### src/rtl/seq_detect_p.sv
// seq_detect_p: streaming detector for a DEPTH-symbol pattern with a saturating match counter.
// Optional idle timeout on partial matches is compiled in with `define SEQ_DETECT_TIMEOUT_EN.
module seq_detect_p #(
  parameter int                  DW      = 4,
  parameter int                  DEPTH   = 4,
  parameter int                  OVERLAP = 1,
  parameter int                  CNT_W   = 8,
  parameter logic [DW*DEPTH-1:0] RST_PAT = 16'h8431,
  parameter int                  TIMEOUT = 8
) (
  input  logic                clk,
  input  logic                rstn,
  input  logic                din_valid,
  input  logic [DW-1:0]       din,
  input  logic                pat_load,
  input  logic [DW*DEPTH-1:0] pat,
  input  logic                cnt_clr,
  output logic                out,
  output logic                busy,
  output logic [CNT_W-1:0]    match_cnt,
  output logic                tmo
);

  localparam int             IW   = (DEPTH > 1) ? $clog2(DEPTH) : 1;
  localparam logic [IW-1:0]  LAST = IW'(DEPTH - 1);

  if (DEPTH < 2 || DEPTH > 16 || TIMEOUT < 1) begin : g_param_check
    $error("seq_detect_p: DEPTH must be 2..16 and TIMEOUT must be >= 1");
  end

  logic [DW*DEPTH-1:0] r_pat;
  logic [IW-1:0]       r_idx;
  logic                r_out;
  logic                r_busy;
  logic [CNT_W-1:0]    r_cnt;

  logic [DW-1:0]       w_sym [DEPTH];
  logic                w_hit;
  logic                w_first;
  logic                w_match;
  logic                w_tmo_hit;
  logic [IW-1:0]       w_idx_nxt;

  for (genvar g = 0; g < DEPTH; g++) begin : g_sym
    assign w_sym[g] = r_pat[g*DW +: DW];
  end

  assign w_hit   = (din == w_sym[r_idx]);
  assign w_first = (din == w_sym[0]);
  // A symbol arriving alongside pat_load is dropped, so it can never complete a match.
  assign w_match = din_valid && !pat_load && w_hit && (r_idx == LAST);

  always_comb begin
    w_idx_nxt = r_idx;
    if (pat_load) begin
      w_idx_nxt = '0;
    end else if (din_valid) begin
      if (w_hit && (r_idx != LAST)) begin
        w_idx_nxt = r_idx + 1'b1;
      end else if (w_hit && (OVERLAP == 0)) begin
        w_idx_nxt = '0;
      end else begin
        w_idx_nxt = w_first ? IW'(1) : '0;
      end
    end else if (w_tmo_hit) begin
      w_idx_nxt = '0;
    end
  end

  always_ff @(posedge clk or negedge rstn) begin
    if (!rstn) begin
      r_idx  <= '0;
      r_pat  <= RST_PAT;
      r_out  <= 1'b0;
      r_busy <= 1'b0;
      r_cnt  <= '0;
    end else begin
      r_idx  <= w_idx_nxt;
      if (pat_load) begin
        r_pat <= pat;
      end
      r_out  <= w_match;
      // busy follows the current index, so it trails idx by one cycle
      r_busy <= (r_idx != '0);
      if (cnt_clr) begin
        r_cnt <= '0;
      end else if (w_match && (r_cnt != '1)) begin
        r_cnt <= r_cnt + 1'b1;
      end
    end
  end

`ifdef SEQ_DETECT_TIMEOUT_EN
  localparam int TW = $clog2(TIMEOUT + 1);

  logic [TW-1:0] r_idle;
  logic          r_tmo;

  assign w_tmo_hit = !pat_load && !din_valid && (r_idx != '0) && (r_idle == TW'(TIMEOUT - 1));

  always_ff @(posedge clk or negedge rstn) begin
    if (!rstn) begin
      r_idle <= '0;
      r_tmo  <= 1'b0;
    end else begin
      if (pat_load || din_valid || (r_idx == '0) || w_tmo_hit) begin
        r_idle <= '0;
      end else begin
        r_idle <= r_idle + 1'b1;
      end
      r_tmo <= w_tmo_hit;
    end
  end

  assign tmo = r_tmo;
`else
  assign w_tmo_hit = 1'b0;
  assign tmo       = 1'b0;
`endif

  assign out       = r_out;
  assign busy      = r_busy;
  assign match_cnt = r_cnt;

endmodule

### config.mk
export PLATFORM = sky130hd
export DESIGN_NAME = seq_detect_p
export DESIGN_NICKNAME = d
export VERILOG_FILES = /design/src/rtl/seq_detect_p.sv
export SDC_FILE = /design/constraint.sdc
export NUM_CORES = 1
export LEC_CHECK = 0
export ABC_AREA = 0
export BUFFER_PORTS_ARGS = -buffer_cell sky130_fd_sc_hd__buf_2
export CORE_MARGIN = 4
export CORE_UTILIZATION = 53
export DETAILED_ROUTE_END_ITERATION = 10
export PLACE_DENSITY_LB_ADDON = 0.1
export SYNTH_ARGS = -nofsm -noshare
export SYNTH_HDL_FRONTEND = slang
export SYNTH_SLANG_ARGS = --single-unit
### constraint.sdc
create_clock -name clk -period 4.7 [get_ports clk]
set_input_delay 0.235 -clock clk [delete_from_list [all_inputs] [get_ports clk]]
set_output_delay 0.235 -clock clk [all_outputs]
set_load 0.05 [all_outputs]
Yosys cells after proc, flatten, opt, wreduce, memory -nomap -nowiden
Cells that the tools add are included.
W data, S select, Z words.
{ "totals": {"reg_bits": 28, "inputBits": 25, "out_inout_bits": 11, "wordCells": 32} }
{ "op_classes": {"add_sub_neg": 2, "n_lt_le_gt_ge": 1, "n_eq_ne": 5, "muxes": 9, "n_bitwise": 1, "n_reduce_logical": 9} }
{ "ops": {"columns": ["operator", "count"], "rows": [
  ["$mux W8", 2],
  ["$add A8 B1 Y8 const B", 1],
  ["$bmux W4 S2", 1],
  ["$eq A4 B4 Y1", 2],
  ["$mux W4", 2],
  ["$ne A8 B8 Y1 const B", 1],
  ["$mux W2", 3],
  ["$reduce_bool A2 Y1", 3],
  ["$logic_and A1 B1 Y1", 5],
  ["$ge A3 B3 Y1 const B", 1],
  ["$not A2 Y3", 1],
  ["$add A2 B1 Y2 const B", 1],
  ["$eq A2 B2 Y1 const B", 1],
  ["$ne A2 B2 Y1 const B", 1],
  ["$logic_not A1 Y1", 1],
  ["$mux W1", 1]
]} }

Depth between registers and ports, before layout
{ "depth": {"ltp_word": 10, "ltp_mapped": 7, "ltp_nobuf": 6} }

Worst setup path before layout
No wires, ideal clock.
{ "synth_path": {"kind": "reg-to-reg", "from": "register r_idx[0]", "to": "register r_cnt[5], in the netlist match_cnt[5]", "t_arrival_ns": 2.105, "required_ns": 4.622, "slack_ns": 2.518, "path_stages_with_launch": 8, "path_cell_list": "dfrtp_1 -> buf_6 -> mux4_1 -> xnor2_1 -> nand4_1 -> buf_2 -> or4_1 -> a21oi_1"} }
{ "synth_between": {"elab_chain_cells": 9} }
{ "synth_rtl": {"columns": ["item", "line", "source"], "rows": [
  ["start, declared", "32", "logic [IW-1:0] r_idx;"],
  ["start signal, assigned", "78", "r_idx <= w_idx_nxt;"],
  ["$not A2 Y3 (implied by the code)", "48", "assign w_hit = (din == w_sym[r_idx]);"],
  ["$bmux W4 S2", "48", null],
  ["$mux W4 (implied by the code) (2 in a row)", "48", null],
  ["$eq A4 B4 Y1", "48", null],
  ["$logic_and A1 B1 Y1", "51", "assign w_match = din_valid && !pat_load && w_hit && (r_idx == LAST);"],
  ["$logic_and A1 B1 Y1 *", "51", null],
  ["$logic_and A1 B1 Y1 *", "87", "end else if (w_match && (r_cnt != '1)) begin"],
  ["$reduce_bool A2 Y1 (no line) *", null, null],
  ["end signal, assigned", "88", "r_cnt <= r_cnt + 1'b1;"],
  ["end, declared", "35", "logic [CNT_W-1:0] r_cnt;"]
]} }
Mark *: on every way between the ends. The rest lies on a longest branch, timed or not. The select of a mux whose other input is x is not followed.
A chain may end at the register's enable or synchronous reset.

Worst setup path after layout
{ "layout_path": {"from": "register r_idx[0]", "to": "register r_cnt[4], in the netlist match_cnt[4]"} }
Same word-level chain as after synthesis.

==> results.yml <==
run_status:
  status: "finished, final reports clean"
worst_setup_path:
  arrival_ps: 2900
  crit_type: "reg2reg"
  critPathBufInv: 0
  slowest_delay_ps: 630
  required_ps: 4950
  worstPathMaxFanout: 13
  crit_start: "r_idx[0]"
  crit_slowest_cell: "or4_1"
  path_cells: "mux4_1 -> xnor2_1 -> nand4_1 -> or4_1 -> a21oi_1"
  endpoint_kind: "flip-flop"
  reg2reg_from: "r_idx[0]"
  cp_top_family: "simple AND/OR/NAND/NOR gates"
  rrSetupSlack_ps: 2050
  start_kind: "flip-flop"
synthesis:
  yosysWarnings: 0
  synth-edff-count: 0
  synth-seq-area-share_pct: 48.62
  yosys_register_bits: 28
  syn-num-nets: 148
  async_flop_share_pct: 100.0
  yosysTopAreaCell: "dfrtp_1"
  synth.area.top_cells: "dfrtp_1, mux2_2, dfstp_2"
  syn_area_sq_mm: 0.001454
  syn-instance-count: 120
  synth_flop_cell: "dfrtp_1"
  netlist.area_leader.share_pct: 39.59
  syn_avg_cell_area_sq_um: 12.12
  synth_cell_type_count: 37
timing:
  finalMaxSlewViolations: 0
  timing.final.crit_period_ps: 2655
  timing.hold.ws_ps: 130.2
  setup_viol: 0
  relSlewSlack_pct: 59.62
  tns_ps: 0
  grt_setup_unrepaired: "no"
  worst_slew_pin_slew_ps: 605.7
  skew_ps: 9.254
  period_share_pct: 56.48
  fmaxAchievable_mhz: 376.7
  hold_viol: 0
grt:
  grt_usage_pct: 16.16
  overflow: 0
  grt_max_degree: 29
  grt_pass1_vias: 1029
  grt_pass1_wl_um: 4381
  antenna_found_initial: 0
die:
  die_x_um: 60.38
  initial_core_util_pct: 57.13
  fp.dieArea_sq_mm: 0.003645
  die_h_um: 60.38
  core_sq_mm: 0.002545
  io_pins: 36
  row_count: 18
clock_network:
  cts_buffer_depth: 2
  htree_levels: 1
  cts_buffers: 3
  clk_latency_ps: 320
  cts_tree: "done"
  clk_pin_slew_worst_paths_ps: 140
  cts.sinks: 28
  cts-root-buf: "clkbuf_4"
power_and_ir_drop:
  p_per_area_mw_per_mm2: 261.8
  p_leak_nw: 0.7281
  ir_drop_mv: 0.1874
detailed_routing:
  drt_iter0_markers: 62
  drtAntennaViolNets: 0
  drt_first_pass_iters: 4
  drc: 0
  vias: 1045
  wl_per_cell_um: 14.39
  finalWirelength_um: 2633
  vias_per_cell: 5.710
placement:
  dpl.hpwl_um: 2016
  portBuffers: 34
  place_congestion: 0.7849
final_layout:
  antenna_cells: 0
  synthToLayoutAreaGrowth_pct: 14.37
  fillCellCount: 213
  drive_gt1_share_pct: 39.22
  final_nets: 182
job:
  cap_violations: 0
worst_hold_path:
  hp-class: "in2reg"
  min_from: "pat[11]"
-- power by group --
group | internal [mW] | total [mW] | leakage, nW | switching (mW)
combinational | 0.0357 | 0.0667 | 0.365 | 0.0311
sequential | 0.259 | 0.269 | 0.349 | 0.0103
clock | 0.0332 | 0.0993 | 0.0150 | 0.0661
-- registers in the layout, summed over array words and instances, names as in the netlist --
| register | count |
|---|---|
| busy | 1 |
| match_cnt | 8 |
| out | 1 |
| r_idx | 2 |
| r_pat | 16 |
-- cell usage after synthesis, types with 2 or more instances --
master    instances
a21oi_1           6
nor3_1            2
nand2_1           4
mux4_2            2
o31ai_1           5
nor2_1            4
mux4_1            2
or4_1             5
ha_1              3
nand2b_1          3
xor2_1            4
nor2b_1           2
mux2_2           16
clkbuf_1          2
dfstp_2           5
xnor2_1           4
nand4_1           3
inv_1             5
dfrtp_1          23
nand3_1           3
-- timing repair --
item,CTS,global route
endpoints found under the hold margin,23,0
hold buffers,1,0
setup buffers,0,0
gates resized for setup,0,0
-- layout make-up --
type / instances / area [sq um] / share of cell area, %
Inverter: 5 / 18.77 / 1.129
Timing Repair Buffer: 35 / 180.2 / 10.84
Sequential cell: 28 / 706.9 / 42.51
Clock buffer: 4 / 26.28 / 1.580
Multi-Input combinational cell: 81 / 693.2 / 41.69
Tap cell: 30 / 37.54 / 2.257
-- worst reg2reg max path: stages (launching register included) --
cell and delay (ps):
dfrtp_1 580, mux4_1 620, xnor2_1 180, nand4_1 410, or4_1 630, a21oi_1 160
-- logic make-up after synthesis --
| family | share of synthesized area (%) |
|---|---|
| mux | 20.57 |
| flops | 48.62 |
| buf+inv | 3.700 |
| fa+ha+maj | 2.582 |
| other cells | 0.2579 |
| xor+xnor | 4.819 |
| compound gates | 6.455 |
| simple gates | 13.00 |
-- metal layers --
metal	track usage (%)	vias to the layer above	wire, um
met2	28.24	30	1362
met4	5.696	0	17
met5	0	-	0
met3	4.468	2	157
met1	19.06	508	1097
li1	-	505	-
-- cell usage in the layout, fill, tap and decap left out, drive strengths merged --
cell	synthesis	routed
buf	4	34
dfrtp	23	23
mux2	17	17
a21oi	6	6
inv	5	5
o31ai	5	5
or4	5	5
dfstp	5	5
xnor2	4	4
nor2	4	4
xor2	4	4
nand2	4	4
clkbuf	2	4
mux4	4	4
nand4	3	3
nand3	3	3
nand2b	3	3
ha	3	3
nor3	2	2
nor2b	2	2
nand3b	1	1
and4	1	1
nor4	1	1
o21ai	1	1
a31o	1	1
or2b	1	1
a31oi	1	1
and4b	1	1
or3	1	1
mux2i	1	1
o22ai	1	1
conb	1	1
dlygate4sd3	0	1
-- metrics by stage --
step | power (mW) | worst slack (ps) | std cells | instance area (sq um) | utilization, %
finish | 0.4354 | 2045 | 183 | 1663 | 65.34
global route | 0.4652 | 1827 | 183 | 1663 | 65.34
CTS | 0.4412 | 2051 | 183 | 1663 | 65.34
detailed placement | 0.3412 | 2092 | 178 | 1627 | 63.91
global placement | 0.3384 | 2207 | 178 | 1627 | 63.91
floorplan | 0.3185 | 2518 | 120 | 1454 | -
-- worst paths after layout --
path,end,cells past startpoint
min,r_pat[11],2
max,match_cnt[4],5
min in group asynchronous,match_cnt[0],2
max reg2reg,match_cnt[4],5
max in group asynchronous,r_pat[1],2
min reg2reg,r_pat[12],1
(Power assumes the default switching activity.)
